**config.mk**
```make
export PLATFORM = sky130hd
export DESIGN_NAME = timer
export DESIGN_NICKNAME = d
export VERILOG_FILES = /design/src/rtl/timer_pkg.sv /design/src/rtl/timer_prescaler.sv /design/src/rtl/timer.sv
export SDC_FILE = /design/constraint.sdc
export NUM_CORES = 1
export LEC_CHECK = 0
export ABC_CLOCK_PERIOD_IN_PS = 2650
export BUFFER_PORTS_ARGS = -buffer_cell sky130_fd_sc_hd__buf_2
export CORE_MARGIN = 2
export CORE_UTILIZATION = 54
export DETAILED_ROUTE_END_ITERATION = 8
export GPL_ROUTABILITY_DRIVEN = 0
export PLACE_DENSITY_LB_ADDON = 0.05
export SKIP_CTS_REPAIR_TIMING = 1
export SLEW_MARGIN = 5
export SYNTH_ARGS = -nofsm -noshare
export SYNTH_HDL_FRONTEND = slang
export SYNTH_SLANG_ARGS = --single-unit
```
**constraint.sdc**
```tcl
create_clock -name clk -period 2.65 [get_ports clk]
set_input_delay 0.265 -clock clk [delete_from_list [all_inputs] [get_ports clk]]
set_output_delay 0.265 -clock clk [all_outputs]
set_load 0.005 [all_outputs]
```
**src/rtl/timer_pkg.sv**
```systemverilog
// rtl/timer_pkg.sv - shared constants and types for the timer peripheral
package timer_pkg;

  // Bus window and register offsets within it
  localparam logic [31:0] BASE_ADDR = 32'hF100_0000;
  localparam logic [2:0]  DATA_OFS  = 3'h0;
  localparam logic [2:0]  CMD_OFS   = 3'h4;

  // Command register bit positions
  localparam int CMD_ENABLE       = 0;
  localparam int CMD_MODE         = 1;
  localparam int CMD_CLEAR        = 2;
  localparam int CMD_PRESCALE_LSB = 8;
  localparam int CMD_PRESCALE_MSB = 23;

  // Counting direction; down mode auto-reloads from the last data write
  typedef enum logic {
    MODE_UP   = 1'b0,
    MODE_DOWN = 1'b1
  } timerMode_e;

endpackage

```
**src/rtl/timer_prescaler.sv**
```systemverilog
// rtl/timer_prescaler.sv - divides clk into one-cycle ticks every prescale+1 enabled cycles
module timer_prescaler #(
  parameter int PRESCALE_BITS = 16
) (
  input  logic                     clk,
  input  logic                     reset,
  input  logic                     enable,
  input  logic                     restart,
  input  logic [PRESCALE_BITS-1:0] prescale,
  output logic                     tick
);

  logic [PRESCALE_BITS-1:0] count;

  // A restart (any register write) suppresses the tick in the same cycle
  assign tick = enable && !restart && (count == prescale);

  // Divider count: cleared on restart, frozen while disabled
  always_ff @(posedge clk) begin
    if (!reset) begin
      count <= '0;
    end else if (restart) begin
      count <= '0;
    end else if (enable) begin
      count <= tick ? '0 : count + 1'b1;
    end
  end

endmodule

```
**src/rtl/timer.sv**
```systemverilog
// rtl/timer.sv - 32-bit memory-mapped timer/counter with prescaler and auto-reload
module timer
  import timer_pkg::*;
#(
  parameter int WIDTH         = 32,
  parameter int PRESCALE_BITS = 16
) (
  input  logic             clk,
  input  logic             reset,
  input  logic             chip_select,
  input  logic             write,
  input  logic             write_command,
  input  logic [WIDTH-1:0] data_in,
  output logic [WIDTH-1:0] data_out
);

  logic [WIDTH-1:0]         counter;
  logic [WIDTH-1:0]         reload;
  logic                     enable;
  timerMode_e               mode;
  logic [PRESCALE_BITS-1:0] prescale;
  logic                     tick;
  logic                     cmdWrite;
  logic                     dataWrite;
  timerMode_e               newMode;
  logic                     unusedBits;

  // A command write takes precedence over a simultaneous data write
  assign cmdWrite  = chip_select && write_command;
  assign dataWrite = chip_select && write && !write_command;
  assign newMode   = timerMode_e'(data_in[CMD_MODE]);
  assign data_out  = counter;

  // Command bits outside the defined fields carry no meaning
  assign unusedBits = ^{data_in[WIDTH-1:CMD_PRESCALE_MSB+1], data_in[CMD_PRESCALE_LSB-1:CMD_CLEAR+1]};

  timer_prescaler #(
    .PRESCALE_BITS(PRESCALE_BITS)
  ) u_prescaler (
    .clk      (clk),
    .reset    (reset),
    .enable   (enable),
    .restart  (cmdWrite || dataWrite),
    .prescale (prescale),
    .tick     (tick)
  );

  // Register writes, CLEAR and tick-driven counting; writes override a coincident tick
  always_ff @(posedge clk) begin
    if (!reset) begin
      counter  <= '0;
      reload   <= '0;
      enable   <= 1'b0;
      mode     <= MODE_UP;
      prescale <= '0;
    end else if (cmdWrite) begin
      enable   <= data_in[CMD_ENABLE];
      mode     <= newMode;
      prescale <= data_in[CMD_PRESCALE_MSB:CMD_PRESCALE_LSB];
      // CLEAR follows the mode carried by the same command word
      if (data_in[CMD_CLEAR]) begin
        counter <= (newMode == MODE_DOWN) ? reload : '0;
      end
    end else if (dataWrite) begin
      counter <= data_in;
      reload  <= data_in;
    end else if (tick) begin
      if (mode == MODE_UP) begin
        counter <= counter + 1'b1;
      end else if (counter == '0) begin
        counter <= reload;
      end else begin
        counter <= counter - 1'b1;
      end
    end
  end

endmodule

```
=== Word-level counts from Yosys, hierarchy flattened ===
Cells that the tools add are included.

* Word-level logic and storage cells: 34
* Bits in read-only memories: 0
* Memories kept: 0
* Output and inout bits: 32
* Register bits: 98
* Bits in latches: 0
* RAM bits: 0

* Add/subtract/negate cells: 3
* Muxes and demuxes: 8
* Bitwise gates (word level): 2
* Reduce and logical (&&, ||, !) cells: 13
* Multiply operators: 0
* Shifts and indexed selects: 0
* Equality and inequality tests: 2
* Div/mod/pow operators: 0
* $lt $le $gt $ge: 0

{| class="wikitable"
|+ Operator list
! kind !! number
|-
| $mux W32 || 7
|-
| $add A32 B1 Y32 const B || 1
|-
| $logic_not A32 Y1 || 1
|-
| $sub A32 B1 Y32 const B || 1
|-
| $add A16 B1 Y16 const B || 1
|-
| $eq A16 B16 Y1 || 1
|-
| $mux W16 || 1
|-
| $logic_and A1 B1 Y1 || 5
|-
| $reduce_and A2 Y1 || 2
|-
| $reduce_bool A3 Y1 || 1
|-
| $logic_not A1 Y1 || 2
|-
| $ne A2 B2 Y1 const B || 1
|-
| $not A1 Y1 || 2
|-
| $reduce_or A2 Y1 || 1
|-
| $logic_or A1 B1 Y1 || 1
|}

=== Logic depth before layout (Yosys ltp) ===
Gate-level depths: netlist of run 1.

* Depth after elaboration: 9
* Gate-level depth with buffers: 11
* Mapped depth without buffers: 8

=== Hierarchy ===
Synthesis of run 1 repeated with hierarchy kept, for this count alone.

* Cell total of the unflattened synthesis: 891
* Area total of the unflattened synthesis: 6,548.8 um^2

{| class="wikitable"
|+ By module, submodules not included
! module !! cells an instance !! area an instance (um^2) !! instances
|-
| timer || 788 || 5,652.9 || 1
|-
| timer_prescaler || 103 || 895.9 || 1
|}

=== Least setup slack after synthesis of run 1 ===
Ideal clock, no wire load.

* Kind: reg-to-reg
* From: reg counter[0], in the netlist data_out[0]
* To: reg counter[4], in the netlist data_out[4]
* Arrival: 2.299 ns
* Path buffers: 2
* Stages on the path, launching flop included: 11
* Slack: 0.277 ns
* Data required time: 2.576 ns
* Path through: dfxtp_1 inv_1 ha_1 nor4b_1 nand2_1 or4_1 buf_2 buf_6 mux2i_1 a211o_1 a31oi_1

* Cells in the longest elaborated chain, start to end: 6
* Elaborated cells on any way between the ends: 8
* Classes of those cells: add/sub: 2; mux: 5; reduce/logical: 1

{| class="wikitable"
|+ Ends and longest elaborated chain
! item !! RTL line !! RTL
|-
| from (decl) || timer.sv:17 || <nowiki>logic [WIDTH-1:0] counter;</nowiki>
|-
| from (signal assigned) || timer.sv:62 || <nowiki>counter <= (newMode == MODE_DOWN) ? reload : '0;</nowiki>
|-
| from (signal assigned) || timer.sv:65 || <nowiki>counter <= data_in;</nowiki>
|-
| from (signal assigned) || timer.sv:69 || <nowiki>counter <= counter + 1'b1;</nowiki>
|-
| $sub A32 B1 Y32 / $logic_not A32 Y1 (equally long branches) || timer.sv:73, timer.sv:70 ||
|-
| $mux W32 || timer.sv:70 || <nowiki>end else if (counter == '0) begin</nowiki>
|-
| $mux W32 * || timer.sv:68 || <nowiki>if (mode == MODE_UP) begin</nowiki>
|-
| $mux W32 * || timer.sv:67 || <nowiki>end else if (tick) begin</nowiki>
|-
| $mux W32 * || timer.sv:64 || <nowiki>end else if (dataWrite) begin</nowiki>
|-
| $mux W32 * || timer.sv:56 || <nowiki>end else if (cmdWrite) begin</nowiki>
|}

Mark *: on every way between the ends. The rest lies on a longest branch, timed or not. The select of a mux whose other input is x is not followed.
A chain may end at the register's enable or synchronous reset.

=== Worst setup path after layout of run 1 ===
* From: reg counter[0], in the netlist data_out[0]
* To: reg counter[2], in the netlist data_out[2]

The elaborated chain is that of the path after synthesis.

==> results of run 1 <==
## flip-flops by register name (all words and copies together) (netlist names)
| name | flops |
|---|---|
| data_out | 32 |
| reload | 32 |
| prescale | 16 |
| u_prescaler.count | 16 |
| enable | 1 |
| mode | 1 |
## cell usage in the layout (no fill, tap or decap), types with 5 or more instances in the layout
master | synthesis | routed
nand2_1 | 167 | 167
dfxtp_1 | 98 | 98
buf_4 | 6 | 75
buf_2 | 15 | 68
nor2_1 | 66 | 66
a21oi_1 | 53 | 53
xnor2_1 | 49 | 49
o21ai_0 | 44 | 44
nand3_1 | 28 | 28
xor2_1 | 27 | 27
nor3_1 | 23 | 22
a31oi_1 | 20 | 20
nand4_1 | 16 | 16
nor4_1 | 14 | 14
a21boi_0 | 13 | 13
inv_1 | 12 | 12
or3_1 | 11 | 11
mux2i_1 | 9 | 9
clkbuf_16 | 0 | 9
and3_1 | 8 | 8
a211o_1 | 8 | 8
o311a_1 | 7 | 7
o31ai_1 | 6 | 6
a211oi_1 | 6 | 6
o211ai_1 | 6 | 6
or4_1 | 5 | 5
a222oi_1 | 5 | 5
o22ai_1 | 5 | 5
mux2_2 | 5 | 5
nor4_2 | 5 | 5
## worst register-to-register path, stage by stage (launching register included)
cell	delay [ns]
dfxtp_1	0.32
inv_1	0.09
ha_1	0.16
nor4b_2	0.28
nand2_1	0.13
or4_1	0.59
buf_12	0.21
mux2i_1	0.14
a211o_1	0.30
a31oi_1	0.17
## routing by layer
metal	global-route usage, %	up-vias	routed length, µm
met5	0	-	0
met4	15.4	0	609
li1	-	3220	-
met1	45.6	3307	9440
met3	5.53	49	1730
met2	52.3	335	9560
## power groups by stage
stage	sequential, µW	clock, µW	combinational [µW]
2_1_floorplan	1640	0	855
3_3_place_gp	1660	0	1240
3_5_place_dp	1660	0	1260
4_1_cts	1630	1300	1270
5_1_grt	1640	1350	1400
6_report	1630	1290	1300
## metrics by stage
step / area [µm²] / util, % / cells / total power, µW / setup slack (ns)
2_1_floorplan: 6480 / - / 867 / 2490 / 0.277
3_3_place_gp: 7220 / 60.9 / 1080 / 2900 / 0.263
3_5_place_dp: 7220 / 60.9 / 1080 / 2930 / 0.149
4_1_cts: 7510 / 63.3 / 1096 / 4200 / 0.115
5_1_grt: 7510 / 63.3 / 1096 / 4400 / 0.0912
6_report: 7510 / 63.3 / 1096 / 4220 / 0.193
## worst paths after layout
kind / to / cells after the start / slack (ns)
max: data_out[2] / 9 / 0.19
min: prescale[11] / 3 / 0.16
max reg2reg: data_out[2] / 9 / 0.19
min reg2reg: prescale[0] / 2 / 0.47
## layout make-up
class | count | area [µm²] | share of cell area [%]
inverter | 13 | 48.8 | 0.650
sequential | 98 | 1960 | 26.1
tap | 147 | 184 | 2.45
clock inverter | 5 | 38.8 | 0.516
clock buffer | 11 | 243 | 3.23
multi-input combinational | 677 | 4090 | 54.5
timing repair buffer | 145 | 943 | 12.6
## cell families after synthesis
kind of cell | Yosys count | synth area share (%)
AND/OR/NAND/NOR | 375 | 28.6
AO/OA/AOI/OAI | 208 | 21.0
flip-flops | 98 | 30.3
buffers and inverters | 92 | 6.79
XOR/XNOR | 76 | 10.3
multiplexers | 14 | 2.26
adder cells (fa/ha/maj) | 4 | 0.772
## Yosys cell counts (6+ instances only)
library cell	n	share of area [%]
o21ai_0	44	3.4
nor2_1	66	3.8
dfxtp_1	98	30
nand4_1	16	1.5
and3_1	8	0.77
buf_2	15	1.2
a211oi_1	6	0.69
a21boi_0	13	1.5
buf_6	7	1.2
o31ai_1	6	0.69
o311a_1	7	1.1
nor4_1	14	1.4
nor3_1	23	1.8
buf_4	6	0.69
mux2i_1	9	1.4
nand2_1	167	9.7
a211o_1	8	1.1
buf_1	8	0.46
nand3_1	28	2.2
a31oi_1	20	1.9
inv_1	12	0.69
clkbuf_1	42	2.4
xor2_1	27	3.6
o211ai_1	6	0.69
xnor2_1	49	6.6
a21oi_1	53	4.1
or3_1	11	1.1
==> results by group, run 1 <==
Setup path
  – CP Data Required Time: a little under 3 ns
  – Top Family by Delay on Critical Path: simple AND/OR/NAND/NOR gates
  – Startpoint Class: register
  – Reg-to-reg startpoint: data_out[0]
  – Arrival @ worst endpoint: approximately 2.7 ns
  – CP startpoint: data_out[0]
  – Crit path buffers/inverters: 2
  – Setup crit end kind: register
  – CP Class: register to register
  – CP Cell Sequence: inv_1, ha_1, nor4b_2, nand2_1, or4_1, buf_12, mux2i_1, a211o_1, a31oi_1
  – Slowest stage cell, crit path: or4_1
  – Max Fanout on Critical Path: 31
  – Largest stage delay, worst path: ~0.59 ns

Finish
  – # nets final: roughly 1000
  – Proportion of layout cells with a drive suffix above 1: about a fifth
  – Fill count: approximately 1100
  – P&R area growth vs syn: 15.9%
  – ANT cells: 0

Synthesis
  – Post-synthesis register bit count: 98
  – Top FF cell, synth: dfxtp_1
  – Mapped Area: between 6000 and 7000 µm²
  – Yosys cell types: 70
  – Ys Warns: 0
  – Syn Nets: 908
  – Avg Cell Area, Syn: 7.48 µm²
  – Sequential share of the synthesized area: 30.3%
  – Mapped Cells: just under 900
  – Async SR Flop Fraction: 0%
  – Post-synth EDFFs: 0

Route
  – Vias: about 6900
  – Initial DRC count: 766
  – Detail Route Antenna Nets: 0
  – Total wire length: approximately 21000 µm
  – DR WL/cell: around 20 µm
  – Via density: ~6.3
  – First-pass detailed-route iteration total: 5
  – DRC viols: 0

Power
  – Seq pwr share: between 30% and 40%
  – Clock share of power: between 30% and 40%
  – Sw Ratio: between 30% and 40%
  – Worst VDD drop: approximately 300 µV
  – Combinational Power Share: a little under a third
  – PwrDens: between 500 and 600 nW/µm²
  – Net Switching: 1460 µW
  – Int Pwr: 2760 µW
  – Leakage: about 0.0029 µW

CTS
  – Root Buffer: clkbuf_16
  – Clock Latency Late Sink: 0.36 ns
  – Num Clock Sinks: between 90 and 100
  – H-tree depth: 3
  – TritonCTS Buffers: 9
  – Longest Clk Path Bufs: 2
  – CTS tree: done
  – Clock transition at path regs: about 0.070 ns

Floorplan
  – IO Pins: between 60 and 70
  – Core ar.: around 12000 µm²
  – Die width: around 110 µm
  – Starting Density: between 50% and 60%
  – Rows: 40
  – Die Height: around 110 µm
  – Die area: about 13000 µm²

Placement
  – Estimated wirelength of the detail-placed design: 15400 µm
  – Port bufs: 68

STA
  – Fin crit share: 92.7%
  – Post-layout minimum cycle time: around 2.5 ns
  – Hold slack: around 0.16 ns
  – Max Clock Skew: 0.00679 ns
  – Final Hold Viols: 0
  – Final Setup Violations: 0
  – FMAX: just over 400 MHz
  – RSZ-0062 raised after global routing: false
  – Setup TNS: 0 ns
  – Final slew viol count: 0
  – Worst slew pin tran: 0.656 ns
  – Worst slew margin: 56.1%

GRT
  – Initial antenna violation count: 0
  – Vias in the first global route: about 6600
  – Largest net degree at the start of global routing: 38
  – Grt ovf: 0
  – First-pass GRT wire length: 34100 µm
  – Total Routing Usage GR: 33.5%

Min path
  – Class of the worst hold path: primary input to register
  – HP Start: data_in[19]

Status
  – Status: finished clean

Job
  – Max_cap viols: 0
No activity file was read; power rests on OpenSTA's default activity.
==> inputs of run 2 (changes only) <==
SYNTH_HIERARCHICAL = 1   (was not set)
==> run 2 against run 1 <==
  * Final cell count grew 2.0%
  * Design area grew 3.3%
  * Worst setup slack lost 0.19 ns
  * Global-route usage grew 0.98 points
  * Largest cell class unchanged
==> results by group, run 2 <==
Setup path
  – Crit-path most repeated cell: or4_4
  – CP Data Required Time: 2.90 ns (-0.03 ns)
  – Startpoint Class: register
  – Largest stage delay, worst path: 0.59 ns (about the same)
  – Levels on crit path: 7 (-2)
  – Slowest stage cell, crit path: or4_4
  – CP Cell Sequence: or4_4, or3_4, or4_4, buf_12, mux2i_2, o2111ai_2, a32o_1
  – Setup crit end kind: register
  – Max Fanout on Critical Path: 8 (-74%)
  – CP Class: register to register
  – Crit path buffers/inverters: 1 (-1)
  – Arrival @ worst endpoint: 2.90 ns (+0.16 ns)
  – Top Family by Delay on Critical Path: simple AND/OR/NAND/NOR gates
  – R2R cell count: 7 (-2)

Power
  – PwrDens: 526 nW/µm² (-6.3%)
  – Combinational Power Share: 27.8% (-2.9 points)
  – Net Switching: 1340 µW (-8.1%)
  – Leakage: 0.00300 µW (+1.8%)
  – Power Total: 4080 µW (-3.1%)
  – Clock share of power: 32.9% (+2.4 points)
  – Sw Ratio: 32.7% (-1.8 points)
  – Seq pwr share: 39.3% (+0.5 points)
  – Int Pwr: 2750 µW (-0.50%)
  – Worst VDD drop: 359 µV (+19%)

Synthesis
  – Avg Cell Area, Syn: 7.35 µm² (-1.7%)
  – Top-area cell type share of the netlist area: 30.0% (-0.31 points)
  – Synth area leaders: dfxtp_1 (30%), nand2_1 (9.3%), a21boi_0 (6.0%)
  – Mapped Cells: 891 (+2.8%)
  – Xor/xnor cell area share of the yosys netlist: 10.0% (-0.24 points)
  – Mapped Area: 6550 µm² (+1.0%)
  – Post-synth EDFFs: 0 (unchanged)
  – Async SR Flop Fraction: 0% (unchanged)
  – Post-Synth Adder-Cell Area: 0.764% (-0.0078 points)
  – Ys Warns: 6 (+6)
  – Post-synthesis register bit count: 98 (unchanged)
  – Largest family of logic cells by synthesized area: simple AND/OR/NAND/NOR gates
  – Yosys cell types: 63 (-10%)
  – Sequential share of the synthesized area: 30.0% (-0.31 points)
  – Mux share of post-synthesis cell area: 0.936% (-1.3 points)
  – Yosys top cell by area: dfxtp_1
  – Most common cell in the netlist: nand2_1
  – Top FF cell, synth: dfxtp_1
  – Syn Nets: 932 (+2.6%)
  – Commonest cells post-synth: nand2_1 (163), dfxtp_1 (98), clkbuf_1 (61), nor2_1 (54)
  – Synth Area in Compound Gates: 24.5% (+3.4 points)
  – Post-Synth Simple-Gate Area: 27.7% (-0.92 points)

Route
  – DRC viols: 0 (unchanged)
  – Initial DRC count: 822 (+7.3%)
  – DR WL/cell: 19.9 µm (+2.5%)
  – Total wire length: 22300 µm (+4.5%)
  – First-pass detailed-route iteration total: 5 (unchanged)
  – Detail Route Antenna Nets: 0 (unchanged)
  – Via density: 6.39 (+1.4%)
  – Vias: 7148 (+3.4%)

Finish
  – P&R area growth vs syn: 18.6%
  – Post-layout util: 65.2% (+1.8 points)
  – Most common cell after layout, fill and taps aside: nand2_1
  – Multi-input gate area: 4300 µm² (+5.1%)
  – # nets final: 1008 (+2.3%)
  – Fill count: 1022 (-7.7%)
  – Proportion of layout cells with a drive suffix above 1: 20.6% (+0.68 points)
  – Register area: 1960 µm² (+0.13%)
  – Final Cell Area: 7760 µm² (+3.3%)
  – ANT cells: 0 (unchanged)
  – Most frequent cells in the layout: nand2_1 (163), dfxtp_1 (96), buf_4 (76)

Floorplan
  – Rows: 40 (unchanged)
  – Die width: 114 µm (+0.49%)
  – Starting Density: 55.0% (+0.33 points)
  – Die area: 13000 µm² (+0.99%)
  – IO Pins: 69 (unchanged)
  – Core ar.: 11900 µm² (+0.42%)
  – Die Height: 114 µm (+0.49%)

GRT
  – Grt peak-use layer: met2
  – Total Routing Usage GR: 34.5% (+0.98 points)
  – First-pass GRT wire length: 35500 µm (+4.2%)
  – Met3 Use GR: 7.25% (+1.7 points)
  – GR Layer Usage met2: 53.8% (+1.6 points)
  – Largest net degree at the start of global routing: 36 (-5.3%)
  – Vias in the first global route: 6622 (-0.030%)
  – Grt ovf: 0 (unchanged)
  – Met1 GRT Util: 47.6% (+2.0 points)
  – Initial antenna violation count: 0 (unchanged)

STA
  – Worst slew pin tran: 0.692 ns (+0.0359 ns)
  – Hold slack: 0.163 ns (+0.00390 ns)
  – Post-layout minimum cycle time: 2.65 ns (+0.191 ns)
  – Max Clock Skew: 0.00865 ns (+0.00186 ns)
  – Final slew viol count: 0 (unchanged)
  – Final Hold Viols: 0 (unchanged)
  – Fin crit share: 99.9% (+7.2 points)
  – Final Setup Violations: 0 (unchanged)
  – FMAX: 378 MHz (-7.2%)
  – RSZ-0062 raised after global routing: true
  – Worst slew margin: 53.8% (-2.4 points)
  – Setup TNS: 0 ns (unchanged)

CTS
  – Longest Clk Path Bufs: 2 (unchanged)
  – Clock Latency Late Sink: 0.36 ns (about the same)
  – H-tree depth: 3 (unchanged)
  – Root Buffer: clkbuf_16
  – TritonCTS Buffers: 9 (unchanged)
  – CTS tree: done
  – Num Clock Sinks: 98 (unchanged)
  – Clock transition at path regs: 0.07 ns (about the same)

Min path
  – Class of the worst hold path: primary input to register
  – Worst hold stages: 3 (unchanged)

Status
  – Status: finished clean

Job
  – Max_cap viols: 0 (unchanged)

Placement
  – Estimated wirelength of the detail-placed design: 16600 µm (+7.7%)
  – Port bufs: 68 (unchanged)
  – DP Area: 7350 µm² (+1.7%)
run 2: cell types whose count changed after synthesis, moves of 10 or more:
cell | before | now
o211ai_1 | 6 | 24
clkbuf_1 | 42 | 61
xor2_1 | 27 | 37
a31oi_1 | 20 | 8
a21boi_0 | 13 | 52
xnor2_1 | 49 | 38
nor2_1 | 66 | 54
nor4_1 | 14 | 28
run 2: metrics by stage:
step | setup WS [ns] | cells
3_3_place_gp | -0.00545 | 1103
5_1_grt | -0.0512 | 1118
2_1_floorplan | -0.223 | 891
3_5_place_dp | -0.0518 | 1103
6_report | 0.00153 | 1118
4_1_cts | -0.0593 | 1118
run 2: cells by family (layout without fill, tap and decap cells):
kind of cell	Yosys count	in the layout
simple gates	379	379
compound gates	236	236
flops	98	98
buf+inv	93	173
xor+xnor	75	75
mux	6	6
fa+ha+maj	4	4
run 2: layer usage:
metal  vias to the layer above  part of all wire (%)
met2                       391                    45
met5                         -                     0
met3                        64                   9.8
met4                         0                   3.1
met1                      3349                    42
li1                       3344                     -
run 2: power groups by stage:
stage | clock [µW] | sequential, µW | combinational (µW)
floorplan | 0 | 1630 | 648
finish | 1340 | 1610 | 1140
CTS | 1350 | 1600 | 1060
global route | 1420 | 1610 | 1220
detailed placement | 0 | 1630 | 1050
global placement | 0 | 1630 | 1040
run 2: final cells by class:
cell class	count	share of cell area [%]
Clock buffer	9	2.90
Clock inverter	6	0.838
Inverter	10	0.483
Multi-Input combinational cell	700	55.4
Sequential cell	98	25.3
Tap cell	147	2.37
Timing Repair Buffer	148	12.7
run 2: final timing paths:
| check | endpoint | slack [ns] | startpoint |
|---|---|---|---|
| setup / recovery | data_out[1] | 0.002 | data_out[25] |
| hold / removal | prescale[1] | 0.16 | data_in[9] |
| setup reg to reg | data_out[1] | 0.002 | data_out[25] |
| hold reg to reg | prescale[10] | 0.48 | prescale[10] |
run 2: worst reg2reg max path: cells and delay by family (launching register included):
family	cells	cell delay, ns
and+or+nand+nor	3	1.53
AOI/OAI and AO/OA	2	0.34
DFF	1	0.31
muxes	1	0.19
buffers and inverters	1	0.17
